[src/rtl/byte_lane_packer_pkg.sv]
// byte_lane_pkg: shared defaults and small types for the byte lane packer
// and its 2-entry output FIFO.
package byte_lane_pkg;

    localparam int DEFAULT_LANES = 4;
    localparam int DEFAULT_BW    = 8;

    // FIFO occupancy, range 0..2.
    typedef logic [1:0] fifo_cnt_t;

    // FIFO read/write pointer; one bit addresses both entries and wraps naturally.
    typedef logic fifo_ptr_t;

endpackage : byte_lane_pkg

[src/rtl/byte_lane_packer_fifo2.sv]
// byte_lane_fifo2: two-entry FIFO holding completed packer words.
// The caller only pushes when count != 2 and only pops when count != 0.
// The head entry is always visible on head_data, even when empty (stale).
module byte_lane_fifo2
    import byte_lane_pkg::*;
#(
    parameter int W = DEFAULT_LANES * DEFAULT_BW + DEFAULT_LANES + 1
) (
    input  logic         clk,
    input  logic         rst_n,
    input  logic         push,
    input  logic [W-1:0] push_data,
    input  logic         pop,
    output logic [W-1:0] head_data,
    output logic [1:0]   count
);

    logic [W-1:0] r_mem [0:1];
    fifo_ptr_t    r_rd_ptr;
    fifo_ptr_t    r_wr_ptr;
    fifo_cnt_t    r_count;

    // Storage, pointers and occupancy; push and pop may share an edge.
    always_ff @(posedge clk or negedge rst_n) begin
        if (!rst_n) begin
            // NOTE: only two entries, so the storage is cleared on reset; this keeps the stale head at zero after reset.
            r_mem[0] <= '0;
            r_mem[1] <= '0;
            r_rd_ptr <= 1'b0;
            r_wr_ptr <= 1'b0;
            r_count  <= 2'd0;
        end else begin
            if (push) begin
                r_mem[r_wr_ptr] <= push_data;
                r_wr_ptr        <= ~r_wr_ptr;
            end
            if (pop) begin
                r_rd_ptr <= ~r_rd_ptr;
            end
            case ({push, pop})
                2'b10:   r_count <= r_count + 2'd1;
                2'b01:   r_count <= r_count - 2'd1;
                default: r_count <= r_count;
            endcase
        end
    end

    assign head_data = r_mem[r_rd_ptr];
    assign count     = r_count;

endmodule : byte_lane_fifo2

[src/rtl/byte_lane_packer.sv]
// byte_lane_packer: packs a stream of BW-bit bytes into LANES-lane words.
// Lane k of a word sits at [k*BW +: BW]; a word closes on its last lane or
// on in_last, and closed words queue in a 2-entry FIFO.
// Build option BYTE_LANE_PACKER_BSWAP_EN: present lane 0 at the MSB lane of
// out_data and bit-reverse out_keep to match; FIFO storage is unchanged.
module byte_lane_packer
    import byte_lane_pkg::*;
#(
    parameter int LANES = DEFAULT_LANES,
    parameter int BW    = DEFAULT_BW
) (
    input  logic                  clk,
    input  logic                  rst_n,
    input  logic                  in_valid,
    output logic                  in_ready,
    input  logic [BW-1:0]         in_data,
    input  logic                  in_last,
    output logic                  out_valid,
    input  logic                  out_ready,
    output logic [LANES*BW-1:0]   out_data,
    output logic [LANES-1:0]      out_keep,
    output logic                  out_last
);

    localparam int IDX_W   = $clog2(LANES);
    localparam int WORD_W  = LANES * BW;
    localparam int ENTRY_W = WORD_W + LANES + 1;
    localparam logic [IDX_W-1:0] LAST_IDX = IDX_W'(LANES - 1);

    logic [IDX_W-1:0]   r_idx;
    logic [WORD_W-1:0]  r_acc;
    logic [LANES-1:0]   r_keep;

    logic [WORD_W-1:0]  w_acc_merged;
    logic [LANES-1:0]   w_keep_merged;
    logic               w_acc_beat;
    logic               w_close;
    logic               w_pop;
    logic [ENTRY_W-1:0] w_push_data;
    logic [ENTRY_W-1:0] w_head_data;
    logic [1:0]         w_count;
    logic [WORD_W-1:0]  w_head_word;
    logic [LANES-1:0]   w_head_keep;
    logic               w_head_last;

    // Backpressure depends only on registered occupancy, never on out_ready.
    assign in_ready   = (w_count != 2'd2);
    assign w_acc_beat = in_valid && in_ready;
    assign w_close    = w_acc_beat && ((r_idx == LAST_IDX) || in_last);
    assign out_valid  = (w_count != 2'd0);
    assign w_pop      = out_valid && out_ready;

    // Overlay the incoming byte and its keep bit onto the accumulator at the active lane.
    always_comb begin
        // NOTE: every output gets a default before the partial overwrite, so no latch is inferred.
        w_acc_merged  = r_acc;
        w_keep_merged = r_keep;
        w_acc_merged[r_idx*BW +: BW] = in_data;
        w_keep_merged[r_idx]         = 1'b1;
    end

    // Lane index and accumulator: advance on a plain accept, clear when the word closes.
    always_ff @(posedge clk or negedge rst_n) begin
        if (!rst_n) begin
            r_idx  <= '0;
            r_acc  <= '0;
            r_keep <= '0;
        end else if (w_acc_beat) begin
            // NOTE: non-blocking updates so every flop samples pre-edge values, independent of statement order.
            if (w_close) begin
                r_idx  <= '0;
                r_acc  <= '0;
                r_keep <= '0;
            end else begin
                r_idx  <= r_idx + IDX_W'(1);
                r_acc  <= w_acc_merged;
                r_keep <= w_keep_merged;
            end
        end
    end

    // The closing byte is merged in the same edge that writes the FIFO entry.
    assign w_push_data = {w_acc_merged, w_keep_merged, in_last};

    byte_lane_fifo2 #(
        .W (ENTRY_W)
    ) u_fifo (
        .clk       (clk),
        .rst_n     (rst_n),
        .push      (w_close),
        .push_data (w_push_data),
        .pop       (w_pop),
        .head_data (w_head_data),
        .count     (w_count)
    );

    assign {w_head_word, w_head_keep, w_head_last} = w_head_data;

`ifdef BYTE_LANE_PACKER_BSWAP_EN
    assign out_data = {<<BW{w_head_word}};
    assign out_keep = {<<{w_head_keep}};
`else
    assign out_data = w_head_word;
    assign out_keep = w_head_keep;
`endif
    assign out_last = w_head_last;

endmodule : byte_lane_packer

[config.mk]
export PLATFORM = sky130hd
export DESIGN_NAME = byte_lane_packer
export DESIGN_NICKNAME = d
export VERILOG_FILES = /design/src/rtl/byte_lane_packer_pkg.sv /design/src/rtl/byte_lane_packer_fifo2.sv /design/src/rtl/byte_lane_packer.sv
export SDC_FILE = /design/constraint.sdc
export NUM_CORES = 1
export LEC_CHECK = 0
export CORE_UTILIZATION = 64
export CTS_BUF_LIST = sky130_fd_sc_hd__clkbuf_4 sky130_fd_sc_hd__clkbuf_8
export CTS_CLUSTER_DIAMETER = 60
export DETAILED_ROUTE_END_ITERATION = 8
export PLACE_DENSITY_LB_ADDON = 0.1
export SLEW_MARGIN = 20
export SYNTH_ARGS = -nofsm -noshare
export SYNTH_HDL_FRONTEND = slang
export SYNTH_SLANG_ARGS = --single-unit
[constraint.sdc]
create_clock -name clk -period 4.8 [get_ports clk]
set_input_delay 0.96 -clock clk [delete_from_list [all_inputs] [get_ports clk]]
set_output_delay 0.96 -clock clk [all_outputs]
set_load 0.03 [all_outputs]
# Word level (Yosys, flattened, before mapping)
# Index checks and enable logic that the tools add are counted.
[totals] reg_bits=116 input_bits=13 out_inout_bits=39 elab_cells=49
[op_classes] add_sub_neg=4 order_cmp=5 n_eq_ne=4 n_shift=2 mux=13 bitwise_logic=5 n_reduce_logical=8
[ops] cell="2-to-1 mux 37 bit" count=4
[ops] cell="bitwise mux 74 bit" count=1
[ops] cell="demux 37 bit (select 1 bit)" count=1
[ops] cell="negator 5 -> 34 bit" count=1
[ops] cell="variable shift 8 x 34 -> 32 bit, first input constant" count=1
[ops] cell="indexed part select 8 x 34 -> 32 bit" count=1
[ops] cell="bitwise mux 32 bit" count=1
[ops] cell="2-to-1 mux 32 bit" count=1
[ops] cell="logical AND 1 bit" count=5
[ops] cell="adder 2 x 1 -> 2 bit, second input constant" count=2
[ops] cell="equality test 2 bit, second input constant" count=2
[ops] cell=">= comparator 2 bit, second input constant" count=2
[ops] cell="2-to-1 mux 4 bit" count=1
[ops] cell="inverter 1 -> 2 bit" count=2
[ops] cell="bitwise OR 4 bit" count=1
[ops] cell="one-hot mux 2 bit (2 select lines)" count=1
[ops] cell="nonzero test 2 bit" count=2
[ops] cell="less-than comparator 2 x 3 -> 1 bit, second input constant" count=1
[ops] cell="demux 1 bit (select 2 bit)" count=1
[ops] cell="equality test 2 x 1 -> 1 bit, second input constant" count=1
[ops] cell=">= comparator 2 x 1 -> 1 bit, second input constant" count=1
[ops] cell="less-than comparator 2 x 1 -> 1 bit, second input constant" count=1
[ops] cell="2-to-1 mux 2 bit" count=1
[ops] cell="!= test 2 bit, second input constant" count=1
[ops] cell="4 further kinds" count=5

# Longest topological paths before layout
[logic_depth] word_depth=6 mapped_depth=8 mapped_depth_nobuf=8

# Cells and area by module
# From an unflattened synthesis, not the netlist that was laid out.
[unflattened] hier_cells=403 area_unflattened_um2=5569.1
[modules_own_cells] module="byte_lane_fifo2" n_inst=1 cells_per_inst=209 area_per_inst_um2=3497.1 seq_area_each_um2=1951.9
[modules_own_cells] module="byte_lane_packer" n_inst=1 cells_per_inst=194 area_per_inst_um2=2072.0 seq_area_each_um2=950.9

# Worst setup path after synthesis
# Ideal clock, no wire load.
[synth_timing] path_type="reg2out" start="reg u_fifo.r_rd_ptr" end="out out_data[28]" arrival_ns=1.480 t_required_ns=3.840 path_slack_ns=2.360 stages_incl_launch_ff=4 path_buffers=2 cell_sequence="dfrtp_1 > clkbuf_1 > clkbuf_1 > o21ai_0"
[synth_via] elab_chain_len=4
[synth_rtl] item="from (decl)" line="byte_lane_packer_fifo2.sv:19" rtl="fifo_ptr_t r_rd_ptr;"
[synth_rtl] item="from (signal assigned)" line="byte_lane_packer_fifo2.sv:38" rtl="r_rd_ptr <= ~r_rd_ptr;"
[synth_rtl] item="inverter 1 -> 2 bit (not written as such)" line="byte_lane_packer_fifo2.sv:48" rtl="assign head_data = r_mem[r_rd_ptr];"
[synth_rtl] item="2-to-1 mux 37 bit (not written as such) (3 in a row)" line="byte_lane_packer_fifo2.sv:48"
[synth_rtl] item="to (decl)" line="byte_lane_packer.sv:20" rtl="output logic [LANES*BW-1:0] out_data,"
# No other way between the ends. The select of a mux whose other input is x is not followed.

# Worst setup path in the final report
[layout_timing] start="reg u_fifo.r_rd_ptr" end="out out_last"
[layout_via] elab_chain_len=4
[layout_rtl] item="inverter 1 -> 2 bit (not written as such)" line="byte_lane_packer_fifo2.sv:48"
[layout_rtl] item="2-to-1 mux 37 bit (not written as such) (3 in a row)" line="byte_lane_packer_fifo2.sv:48"
[layout_rtl] item="to (decl)" line="byte_lane_packer.sv:22" rtl="output logic out_last"
# No other way between the ends. The select of a mux whose other input is x is not followed.

==> flow_metrics.env <==
export IMPL_slowest_delay_ns=1.04
export IMPL_fmax_mhz=285
export IMPL_hold_depth=1
export IMPL_dieArea_um2=9050
export IMPL_grt_first_pass_wirelength_mm=19.1
export IMPL_cts_tree="built"
export IMPL_dr_pass1_iters=5
export IMPL_critPathLaunchType="register"
export IMPL_min_period_over_period_pct=73.2
export IMPL_synth_edf_count=0
export IMPL_route_detailed_drc=0
export IMPL_comb_power_share_pct=34.0
export IMPL_htreeDepth=4
export IMPL_tns_ns=0
export IMPL_ir_drop_uv=519
export IMPL_synth_seq_area_share_pct=52.3
export IMPL_cts_root_buf="clkbuf_8"
export IMPL_power_uw=3480
export IMPL_ys_warn_count=0
export IMPL_synthFlopType="dfrtp_1"
export IMPL_intPower_uw=2190
export IMPL_drt_initial_drc_count=238
export IMPL_swShare_pct=37.1
export IMPL_clk_pin_slew_worst_paths_ns=0.07
export IMPL_ys_seq_elements=116
export IMPL_vias=3793
export IMPL_finalNetCount=539
export IMPL_final_common_cell="dfrtp_1"
export IMPL_post_cts_setup_buffers=0
export IMPL_hold_worst_slack_ns=0.489
export IMPL_p_sw_uw=1290
export IMPL_cp_end_kind="primary output"
export IMPL_post_cts_resized=0
export IMPL_overflow=0
export IMPL_worstMarginPinSlew_ns=1.09
export IMPL_crit_chain="mux2_2, clkdlybuf4s50_1"
export IMPL_dieHeight_um=95.1
export IMPL_layout_common_cells="dfrtp_1 (115), inv_1 (61), mux2i_1 (54)"
export IMPL_fin_crit_ns=3.51
export IMPL_hold_class="reg2reg"
export IMPL_wl_mm=11.6
export IMPL_track_usage_pct=28.3
export IMPL_antenna_found_initial=0
export IMPL_status="complete, no violations"
export IMPL_drv_slew=0
export IMPL_rr_startpoint="r_idx[0]"
export IMPL_synth_area_leaders="dfrtp_1 (52%), mux2i_1 (9.7%), mux2_2 (5.1%)"
export IMPL_setup_viol=0
export IMPL_clock_latency_ns=0.43
export IMPL_finClkSkew_ns=0.0105
export IMPL_routabilityCongestion=0.826
export IMPL_async_flop_share_pct=100
export IMPL_drive_gt1_share_pct=16.0
export IMPL_dp_hpwl_mm=7.61
export IMPL_syn_nets=495
export IMPL_path_max_fanout=65
export IMPL_first_global_vias=3816
export IMPL_syn_inst=473
export IMPL_coreArea_um2=8300
export IMPL_criticalPathCategory="reg2out"
export IMPL_maxCapViolCount=0
export IMPL_arrival_ns=2.55
export IMPL_rsz0062_at_grt="no"
export IMPL_numCtsBuffers=17
export IMPL_cp_required_ns=3.84
export IMPL_yosysTopAreaCellShare_pct=52.3
export IMPL_diodes=0
export IMPL_cp_slowest_cell="dfrtp_2"
export IMPL_port_buffer_count=51
export IMPL_synthesis_area_um2=5550
export IMPL_power_frac_clock_pct=27.3
export IMPL_cts_hold_buf=0
export IMPL_postRouteAntennaNets=0
export IMPL_p_leak_uw=0.00292
export IMPL_cts_sinks=116
export IMPL_wire_per_inst_um=18.2
export IMPL_die_w_um=95.1
export IMPL_grt_max_degree=66
export IMPL_min_from="r_acc[31]"
export IMPL_hold_violations=0
export IMPL_cts_buffer_depth=2
export IMPL_relSlewSlack_pct=27.7
export IMPL_avgSynthCellArea_um2=11.7
export IMPL_pin_count=52
export IMPL_via_per_inst=5.97
export IMPL_rows=33
export IMPL_final_area_um2=6460
export IMPL_seq_power_share_pct=38.8
export IMPL_start_util_pct=66.9
export IMPL_p_per_area_nw_per_um2=539
export IMPL_place_area_um2=6030
export IMPL_synth_top_area_cell="dfrtp_1"
export IMPL_critPathLaunch="u_fifo.r_rd_ptr"
export IMPL_synthDistinctLibCells=43
export IMPL_reg2reg_depth=5
export IMPL_syn_to_final_growth_pct=16.3
==> stage by stage <==
stage               instances  utilization, %  worst slack [ns]
global placement          603            72.7              1.41
floorplan                 473               -              2.36
finish                    635            77.8              1.29
detailed placement        603            72.7              1.30
global route              635            77.8              1.18
CTS                       635            77.8              1.29
==> worst paths after layout <==
path / to / slack, ns
setup / recovery: out_last / 1.29
hold reg to reg: r_acc[31] / 0.49
setup reg to reg: r_acc[29] / 2.07
max in group asynchronous: u_fifo.r_mem[35] / 3.33
hold / removal: r_acc[31] / 0.49
min in group asynchronous: u_fifo.r_mem[32] / 0.57
==> synth_stat cells, types with 6 or more instances <==
| library cell | instances |
|---|---|
| mux2_2 | 25 |
| inv_1 | 61 |
| a32o_1 | 20 |
| a22o_1 | 13 |
| buf_2 | 8 |
| clkbuf_1 | 7 |
| dfrtp_1 | 116 |
| mux2_4 | 6 |
| o21ai_0 | 29 |
| mux2i_1 | 54 |
| nand2_1 | 28 |
| nor2b_1 | 6 |
| ha_1 | 9 |
| buf_6 | 7 |
| a32oi_1 | 20 |
==> critical path: cells and delay by family (launching register included) <==
family                 cells  cell delay [ns]
flip-flops                 1             1.04
buffers and inverters      1             0.59
multiplexers               1             0.42
==> kinds of logic after synthesis <==
kind of cell	Yosys count	synth area share [%]
xor+xnor	5	0.789
simple gates	62	6.38
buf+inv	96	8.25
flops	116	52.3
fa+ha+maj	9	2.03
mux	85	16.4
compound gates	100	13.8
==> layout make-up <==
cell class	instances	area [um2]
sequential	116	2900
multi-input combinational	261	2200
fill	525	1840
timing repair buffer	58	561
clock buffer	18	248
inverter	63	236
clock inverter	14	178
tap	105	131
==> layer usage <==
| metal | up-vias | routed length, um | global-route usage (%) |
|---|---|---|---|
| met2 | 119 | 5790 | 45.1 |
| met1 | 1908 | 5060 | 37.8 |
| met3 | 9 | 629 | 8.05 |
| met5 | - | 0 | 0 |
| met4 | 0 | 82 | 8.21 |
| li1 | 1757 | - | - |
==> power by group through the flow <==
stage	logic, uW	clock network, uW	registers (uW)
3_5_place_dp	1170	0	1360
6_report	1180	949	1350
3_3_place_gp	1130	0	1350
5_1_grt	1270	1010	1380
2_1_floorplan	936	0	1250
4_1_cts	1180	960	1350
==> flip-flops by register name, indices dropped and copies added (netlist names) <==
| name | cells |
|---|---|
| u_fifo.r_wr_ptr | 1 |
| r_keep | 4 |
| r_acc | 32 |
| u_fifo.count | 2 |
| u_fifo.r_rd_ptr | 1 |
| r_idx | 2 |
| u_fifo.r_mem | 74 |
Note: power is estimated with default switching activity, not from simulation.
